==> src/rtl/sfifo_sch_pkg.sv <==
// Shared definitions for the FIFO read schedulers: FSM encoding, default burst length
// and a constant-width helper.
package sfifo_sch_pkg;

    localparam logic [1:0] ST_IDLE  = 2'd0;
    localparam logic [1:0] ST_ARB   = 2'd1;
    localparam logic [1:0] ST_BURST = 2'd2;

    localparam int BURST_MAX_DEF = 4;

    function automatic int clog2(input int n);
        int w;
        w = 0;
        while ((1 << w) < n) w++;
        return (w == 0) ? 1 : w;
    endfunction

endpackage

==> src/rtl/rr_arb_cbb.sv <==
// Round-robin picker: grants the first requester at or after ptr+1 (mod N),
// returning both a one-hot grant and the encoded index.
module rr_arb_cbb #(
    parameter int N = 4,
    parameter int W = 2
) (
    input  logic [N-1:0] req,
    input  logic [W-1:0] ptr,
    output logic [N-1:0] gnt,
    output logic [W-1:0] qid,
    output logic         vld
);
    logic [W-1:0] start;
    logic [N-1:0] req_rot;
    logic [W-1:0] off;
    logic [W:0]   sum;

    always_comb begin
        start   = (ptr == W'(N - 1)) ? '0 : ptr + W'(1);
        req_rot = N'({req, req} >> start);
        off     = '0;
        vld     = 1'b0;
        // Descending scan so the lowest rotated index (closest to start) wins.
        for (int k = N - 1; k >= 0; k--) begin
            if (req_rot[k]) begin
                off = W'(k);
                vld = 1'b1;
            end
        end
        sum = {1'b0, start} + {1'b0, off};
        qid = (sum >= (W+1)'(N)) ? W'(sum - (W+1)'(N)) : sum[W-1:0];
        gnt = vld ? (N'(1) << qid) : '0;
    end

endmodule

==> src/rtl/sfifo_rr_sch.sv <==
// Round-robin read scheduler draining QUEUE_NUM FIFOs into one tagged write stream.
// Optional per-queue burst weights: define SFIFO_RR_SCH_WEIGHT_EN.
//
// state    | meaning
// ST_IDLE  | nothing granted, waiting for a request with downstream room
// ST_ARB   | one-cycle pick of the next queue, latch its burst limit
// ST_BURST | reading the granted queue until limit reached or it runs dry
module sfifo_rr_sch
    import sfifo_sch_pkg::*;
#(
    parameter int QUEUE_NUM = 4,
    parameter int QID_W     = 2,
    parameter int DATA_W    = 8,
    parameter int RD_LAT    = 1,
    parameter int BURST_MAX = BURST_MAX_DEF
) (
    input  logic                        clk_sys,
    input  logic                        reset,
    input  logic [QUEUE_NUM-1:0]        fifo_empty,
    output logic [QUEUE_NUM-1:0]        fifo_ren,
    input  logic [QUEUE_NUM*DATA_W-1:0] fifo_rdata,
    input  logic                        out_afull,
    output logic                        out_wen,
    output logic [DATA_W-1:0]           out_wdata,
    output logic [QID_W-1:0]            out_qid,
`ifdef SFIFO_RR_SCH_WEIGHT_EN
    input  logic [QUEUE_NUM*8-1:0]      cfg_weight,
`endif
    output logic                        sch_busy
);
    localparam logic [7:0] BURST_LIM = 8'(BURST_MAX);

    logic [1:0]           state, state_nxt;
    logic [QID_W-1:0]     ptr, gnt_qid, arb_qid;
    logic [QUEUE_NUM-1:0] req, arb_gnt;
    logic [7:0]           lim_q [QUEUE_NUM];
    logic [7:0]           burst_cnt, burst_lim, arb_lim;
    logic                 arb_vld, gnt_empty, issue, wake, burst_exit;
    logic [RD_LAT-1:0]    pipe_vld;
    logic [QID_W-1:0]     pipe_qid [RD_LAT];

    // A zero limit removes the queue from arbitration entirely.
    always_comb begin
        for (int i = 0; i < QUEUE_NUM; i++) begin
`ifdef SFIFO_RR_SCH_WEIGHT_EN
            lim_q[i] = cfg_weight[i*8 +: 8];
`else
            lim_q[i] = BURST_LIM;
`endif
            req[i] = ~fifo_empty[i] & (lim_q[i] != 8'd0);
        end
    end

    rr_arb_cbb #(.N(QUEUE_NUM), .W(QID_W)) u_arb (
        .req (req),
        .ptr (ptr),
        .gnt (arb_gnt),
        .qid (arb_qid),
        .vld (arb_vld)
    );

    always_comb begin
        arb_lim   = BURST_LIM;
        gnt_empty = 1'b1;
        for (int i = 0; i < QUEUE_NUM; i++) begin
            if (arb_gnt[i]) arb_lim = lim_q[i];
            if (gnt_qid == QID_W'(i)) gnt_empty = fifo_empty[i];
        end
    end

    assign issue      = (state == ST_BURST) & ~gnt_empty & ~out_afull;
    assign wake       = (|req) & ~out_afull;
    assign burst_exit = (state == ST_BURST) &
                        ((issue & (burst_cnt + 8'd1 == burst_lim)) | gnt_empty);

    always_comb begin
        for (int i = 0; i < QUEUE_NUM; i++) fifo_ren[i] = issue & (gnt_qid == QID_W'(i));
    end

    always_comb begin
        state_nxt = state;
        case (state)
            ST_IDLE:  if (wake) state_nxt = ST_ARB;
            ST_ARB:   state_nxt = arb_vld ? ST_BURST : ST_IDLE;
            ST_BURST: if (burst_exit) state_nxt = wake ? ST_ARB : ST_IDLE;
            default:  state_nxt = ST_IDLE;
        endcase
    end

    always_ff @(posedge clk_sys) begin
        if (reset) begin
            state     <= ST_IDLE;
            ptr       <= '0;
            gnt_qid   <= '0;
            burst_cnt <= '0;
            burst_lim <= '0;
        end else begin
            state <= state_nxt;
            if (state == ST_ARB) begin
                gnt_qid   <= arb_qid;
                burst_cnt <= '0;
                burst_lim <= arb_lim;
            end else if (issue) begin
                burst_cnt <= burst_cnt + 8'd1;
            end
            if (burst_exit) ptr <= gnt_qid;
        end
    end

    // Issue tags ride alongside the FIFO read latency; reset drops anything in flight.
    always_ff @(posedge clk_sys) begin
        if (reset) begin
            pipe_vld <= '0;
            for (int i = 0; i < RD_LAT; i++) pipe_qid[i] <= '0;
        end else begin
            pipe_vld[0] <= issue;
            pipe_qid[0] <= gnt_qid;
            for (int i = 1; i < RD_LAT; i++) begin
                pipe_vld[i] <= pipe_vld[i-1];
                pipe_qid[i] <= pipe_qid[i-1];
            end
        end
    end

    always_comb begin
        out_wen   = pipe_vld[RD_LAT-1];
        out_qid   = out_wen ? pipe_qid[RD_LAT-1] : '0;
        out_wdata = '0;
        for (int i = 0; i < QUEUE_NUM; i++) begin
            if (out_wen && (pipe_qid[RD_LAT-1] == QID_W'(i)))
                out_wdata = fifo_rdata[i*DATA_W +: DATA_W];
        end
    end

    assign sch_busy = (state != ST_IDLE) | (|pipe_vld);

endmodule

==> config.mk <==
export PLATFORM = sky130hd
export DESIGN_NAME = sfifo_rr_sch
export DESIGN_NICKNAME = d
export VERILOG_FILES = /design/src/rtl/sfifo_sch_pkg.sv /design/src/rtl/rr_arb_cbb.sv /design/src/rtl/sfifo_rr_sch.sv
export SDC_FILE = /design/constraint.sdc
export NUM_CORES = 1
export LEC_CHECK = 0
export BUFFER_PORTS_ARGS = -buffer_cell sky130_fd_sc_hd__buf_2
export CORE_ASPECT_RATIO = 1.75
export CORE_UTILIZATION = 30
export CTS_BUF_LIST = sky130_fd_sc_hd__clkbuf_2
export CTS_CLUSTER_SIZE = 14
export DETAILED_ROUTE_END_ITERATION = 8
export SLEW_MARGIN = 20
export SYNTH_ARGS = -nofsm -noshare
export SYNTH_HDL_FRONTEND = slang
export SYNTH_SLANG_ARGS = --single-unit
==> constraint.sdc <==
create_clock -name clk_sys -period 2.7 [get_ports clk_sys]
set_clock_uncertainty 0.15 [all_clocks]
set_input_delay 0.405 -clock clk_sys [delete_from_list [all_inputs] [get_ports clk_sys]]
set_output_delay 0.405 -clock clk_sys [all_outputs]
set_load 0.01 [all_outputs]
# Word level (Yosys, flattened, before mapping)
# Memories as Yosys holds them, arrays and structs flattened.
# Index checks and enable logic that the tools add are counted.
[totals] ff_bits=16 mem_bits_rw=2 in_bits=39 n_memories=1
[op_classes] addsub=4 n_lt_le_gt_ge=1 eq_ne=12 shifts=1 mux=29 bitwise=17 reduce_logical=12
[mem_list] memory="pipe_qid" depth=1 width=2 read_ports=1 rd_ports_with_merged_regs=0 write_ports=1 line="sfifo_rr_sch.sv:40" text="logic [QID_W-1:0] pipe_qid [RD_LAT];"
[op_table] op="$mux W8" count=4
[op_table] op="$mux W2" count=11
[op_table] op="$mux W1" count=13
[op_table] op="$eq A2 B2 Y1 const B" count=6
[op_table] op="$and A1 B1 Y1" count=9
[op_table] op="$add A8 B1 Y8 const B" count=1
[op_table] op="$eq A8 B3 Y1" count=1
[op_table] op="$shr A8 B2 Y4" count=1
[op_table] op="$eq A2 B1 Y1 const B" count=3
[op_table] op="$logic_not A2 Y1" count=3
[op_table] op="$not A1 Y1" count=6
[op_table] op="$pmux W2 S3" count=1
[op_table] op="$logic_and A1 B1 Y1" count=4
[op_table] op="$ne A2 B2 Y1 const B" count=2
[op_table] op="$reduce_or A2 Y1" count=2
[op_table] op="$reduce_or A4 Y1" count=1
[op_table] op="$add A2 B2 Y3" count=1
[op_table] op="$ge A3 B3 Y1 const B" count=1
[op_table] op="$add A2 B1 Y2 const B" count=1
[op_table] op="$or A1 B1 Y1" count=2
[op_table] op="$reduce_and A2 Y1" count=1
[op_table] op="$reduce_bool A2 Y1" count=1
[op_table] op="$sub A2 B1 Y2 const B" count=1

# Longest topological paths before layout
[depth] depth_word=13 ltp_mapped=10 depth_no_buf=10

# Hierarchy
# A second synthesis with hierarchy kept.
[unflattened] hier_cells=163 area_unflattened_um2=1441.4
[by_module_without_submodules] module="sfifo_rr_sch" instances=1 cells_each=129 area_each_um2=1207.4 seq_area_each_um2=360.3
[by_module_without_submodules] module="rr_arb_cbb" instances=1 cells_each=34 area_each_um2=234.0 seq_area_each_um2=0.0

# Worst setup path before layout
# Ideal clock, no wire load.
[synth_timing] kind="input port to flip-flop" from="input fifo_empty[0]" to="register ptr[0]" setup_ns=0.079 arrival_time_ns=2.174 path_slack_ns=0.297 stages=6 cell_sequence="buf_6 -> mux4_2 -> or4b_4 -> o21bai_4 -> or3b_1 -> o211ai_1"
[synth_via] elab_chain_len=10
[synth_lines] element="from (decl)" line="sfifo_rr_sch.sv:19" text="input logic [QUEUE_NUM-1:0] fifo_empty,"
[synth_lines] element="$mux W1 * (4 in a row)" line="sfifo_rr_sch.sv:67" text="if (gnt_qid == QID_W'(i)) gnt_empty = fifo_empty[i];"
[synth_lines] element="$not A1 Y1" line="sfifo_rr_sch.sv:71" text="assign issue = (state == ST_BURST) & ~gnt_empty & ~out_afull;"
[synth_lines] element="$and A1 B1 Y1 (2 in a row)" line="sfifo_rr_sch.sv:71"
[synth_lines] element="$and A1 B1 Y1" line="sfifo_rr_sch.sv:74" text="((issue & (burst_cnt + 8'd1 == burst_lim)) | gnt_empty);"
[synth_lines] element="$or A1 B1 Y1 *" line="sfifo_rr_sch.sv:74"
[synth_lines] element="$and A1 B1 Y1 *" line="sfifo_rr_sch.sv:73" text="assign burst_exit = (state == ST_BURST) &"
[synth_lines] element="to (signal assigned)" line="sfifo_rr_sch.sv:106" text="if (burst_exit) ptr <= gnt_qid;"
[synth_lines] element="to (decl)" line="sfifo_rr_sch.sv:34" text="logic [QID_W-1:0] ptr, gnt_qid, arb_qid;"
# Every way passes the cells marked *; elsewhere a longest branch is shown, timed or not.
# A chain may end at the register's enable or synchronous reset.

# Final worst setup path
[layout_timing] from="register gnt_qid[0]" to="output fifo_ren[1]"
[layout_via] elab_chain_len=9 word_cells_on_any_way=12 classes_between="eq/ne: 3; mux: 4; bitwise: 4; reduce/logical: 1"
[layout_lines] element="from (decl)" line="sfifo_rr_sch.sv:34"
[layout_lines] element="from (signal assigned)" line="sfifo_rr_sch.sv:100" text="gnt_qid <= arb_qid;"
[layout_lines] element="$logic_not A2 Y1" line="sfifo_rr_sch.sv:67"
[layout_lines] element="$mux W1 (4 in a row)" line="sfifo_rr_sch.sv:67"
[layout_lines] element="$not A1 Y1" line="sfifo_rr_sch.sv:71"
[layout_lines] element="$and A1 B1 Y1 (2 in a row)" line="sfifo_rr_sch.sv:71"
[layout_lines] element="$and A1 B1 Y1 *" line="sfifo_rr_sch.sv:77" text="for (int i = 0; i < QUEUE_NUM; i++) fifo_ren[i] = issue & (gnt_qid == QID_W'(i));"
[layout_lines] element="to (decl)" line="sfifo_rr_sch.sv:20" text="output logic [QUEUE_NUM-1:0] fifo_ren,"
# Marked as above.

==> flow_metrics.tcl <==
set metrics [dict create \
    status "complete, no violations" \
    synth-edff-count 0 \
    vias 1357 \
    critPathLaunch "gnt_qid[0]" \
    syn_inst 155 \
    rsz0062_at_grt "false" \
    drv_cap 0 \
    fillCellCount 464 \
    switchingPower_w 0.000138 \
    wl_per_cell_microns 13.0 \
    rr_startpoint "gnt_qid[0]" \
    grt_pass1_vias 1308 \
    clockPowerShare 0.219 \
    die_area_sq_um 4830 \
    crit_chain "mux4_2, or3_1, nor3b_1, buf_2" \
    root_buffer "clkbuf_2" \
    globalplace.congestion 0.818 \
    drt_iter0_drc 23 \
    hp-start "reset" \
    fin_crit_ps 2570 \
    combPwrFrac 0.221 \
    hold_viol 0 \
    ctsLongestPathBuffers 2 \
    ys_seq_area_frac 0.264 \
    maxSlewHeadroom 0.572 \
    yosysUniqueCellTypes 41 \
    dpl_cell_area_sq_um 1670 \
    antenna_found_initial 0 \
    finalSetupViolCount 0 \
    final_nets 250 \
    tightestPinTransition_ps 636 \
    die_h_microns 91.2 \
    cts_htree_levels 1 \
    synth_top_area_cell "dfxtp_1" \
    seqPwrFrac 0.560 \
    synth_nets 197 \
    arrival_ps 2010 \
    clkTransAtPathRegs_ps 160 \
    synth-seq-cells 18 \
    slew_violations 0 \
    die_w_microns 53.0 \
    grt.total_usage 0.143 \
    cts_buffers 3 \
    crit_buf_inv 1 \
    worstPathRequired_ps 2140 \
    std_cell_rows 32 \
    portBuffers 54 \
    ys_warn_count 0 \
    ys.flop_type "dfxtp_1" \
    dp_hpwl_microns 2710 \
    synth_most_common_cell "dfxtp_1" \
    avgSynthCellArea_sq_um 8.80 \
    multiInputGateArea_sq_um 951 \
    final_area_sq_um 1690 \
    seq_area_sq_um 360 \
    top_level_ports 55 \
    slowest_delay_ps 540 \
    r2r_setup_slack_ps 220 \
    netlist_area_sq_um 1360 \
    drive_gt1_frac 0.345 \
    worst_path_max_delay_cell "mux4_2" \
    insertion_delay_ps 290 \
    async_flop_share 0 \
    clock_sinks 18 \
    path_class "register to output port" \
    drc 0 \
    drtPass1Iterations 4 \
    cp_max_fo 4 \
    area.growth.synth_to_final_pct 24.2 \
    cts_tree "yes" \
    ctsResizeCount 0 \
    ant_nets 0 \
    grt_pass1_wl_microns 5370 \
    worst_hold_path_type "primary input to register" \
    vias_per_cell 5.28 \
    yosysTopAreaCellShare 0.264 \
    antennaDiodeCount 0 \
    cp-end-kind "output port" \
    max_freq_mhz 390 \
    p_int_w 0.000366 \
    start_util 0.312 \
    p_sw_frac 0.273 \
    gr-total-overflow 0 \
    critPathTopFamily "simple AND/OR/NAND/NOR gates" \
    fin_crit_sh 0.950 \
    synth_area_leaders "dfxtp_1 (26%), mux4_2 (15%), and2_1 (5.0%)" \
    power.density_nw_per_um2 298 \
    grt_max_degree 13 \
    finalCoreUtilization 0.388 \
    startpoint_type "register" \
    routed_wl_microns 3330 \
    vdd.ir_drop.worst_v 0.000152 \
    tns_ps 0 \
    core_area_sq_um 4360 \
    synth_common_cells "dfxtp_1 (18), nor2_1 (16), and2_1 (11), nand2_1 (11), mux4_2 (9)" \
    cellLeakagePower_nw 0.740 \
]
[power groups by stage]
| stage | combinational (W) | clock (W) | sequential [W] |
|---|---|---|---|
| 3_3_place_gp | 0.000107 | 0 | 0.000288 |
| 4_1_cts | 0.000110 | 0.000118 | 0.000283 |
| 5_1_grt | 0.000124 | 0.000123 | 0.000284 |
| 3_5_place_dp | 0.000110 | 0 | 0.000288 |
| 6_report | 0.000111 | 0.000111 | 0.000282 |
| 2_1_floorplan | 0.0000683 | 0 | 0.000283 |
[cells by family (layout without fill, tap and decap cells)]
group | Yosys count | in the layout | synth area share
and+or+nand+nor | 78 | 78 | 0.324
adders and majority gates | 3 | 3 | 0.0275
buffers and inverters | 12 | 63 | 0.0385
AOI/OAI and AO/OA | 25 | 25 | 0.130
muxes | 12 | 12 | 0.171
xor gates and xnor gates | 7 | 7 | 0.0450
DFF | 18 | 18 | 0.264
[metrics by stage]
stage | setup slack [ps] | cells | hold WS (ps) | total power, W
3_3_place_gp | 171 | 253 | 340 | 0.000395
5_1_grt | 0.264 | 257 | 260 | 0.000532
4_1_cts | 53.0 | 256 | 236 | 0.000511
6_report | 135 | 257 | 243 | 0.000504
2_1_floorplan | 297 | 155 | 304 | 0.000351
3_5_place_dp | 162 | 253 | 347 | 0.000398
[metal layers]
| metal | wire length, microns | vias up | track usage | part of all wire |
|---|---|---|---|---|
| met3 | 295 | 4 | 0.0201 | 0.089 |
| met1 | 1240 | 626 | 0.152 | 0.37 |
| met4 | 36 | 0 | 0.0395 | 0.011 |
| met5 | 0 | - | 0 | 0 |
| met2 | 1760 | 53 | 0.273 | 0.53 |
| li1 | - | 674 | - | - |
[path summary, 6_finish.rpt]
kind | depth (start not counted) | endpoint
setup / recovery | 4 | fifo_ren[1]
hold reg to reg | 2 | burst_cnt[1]
setup reg to reg | 6 | ptr[1]
hold / removal | 2 | burst_lim[2]
[placed cells by master, fill, tap and decap left out, drive strengths merged, types with 3 or more instances in the layout]
| cell | count |
|---|---|
| nand2b | 3 |
| or3 | 6 |
| nand4 | 4 |
| nor2 | 16 |
| mux2i | 3 |
| or2b | 3 |
| ha | 3 |
| mux4 | 9 |
| nor3b | 3 |
| inv | 3 |
| nand2 | 11 |
| buf | 57 |
| clkbuf | 3 |
| nor2b | 4 |
| xnor2 | 3 |
| dfxtp | 18 |
| nor3 | 5 |
| o21ai | 3 |
| a21oi | 7 |
| xor2 | 4 |
| and2 | 11 |
[cell type report]
class	instances	area share
clock buffers	3	0.00886
repair buffers	57	0.173
multi-input cells	125	0.561
inverters	3	0.00665
flip-flops and latches	18	0.213
well taps	51	0.0377
[worst reg2reg max path, delay by kind of cell, from the launching register on]
family          cells  cell delay [ps]
simple gates        2              900
buf+inv             1              170
flops               1              390
mux                 1              540
compound gates      2              270
[sequential cells by signal, indices dropped and copies added, names as in the netlist]
signal     cells
out_wen        1
ptr            2
burst_lim      1
state          2
burst_cnt      8
gnt_qid        2
pipe_qid       2
[timing repair]
action,CTS,global route
hold buffers,0,0
setup buffers,0,1
endpoints found under the setup margin,0,1
No activity file was read; power rests on OpenSTA's default activity.
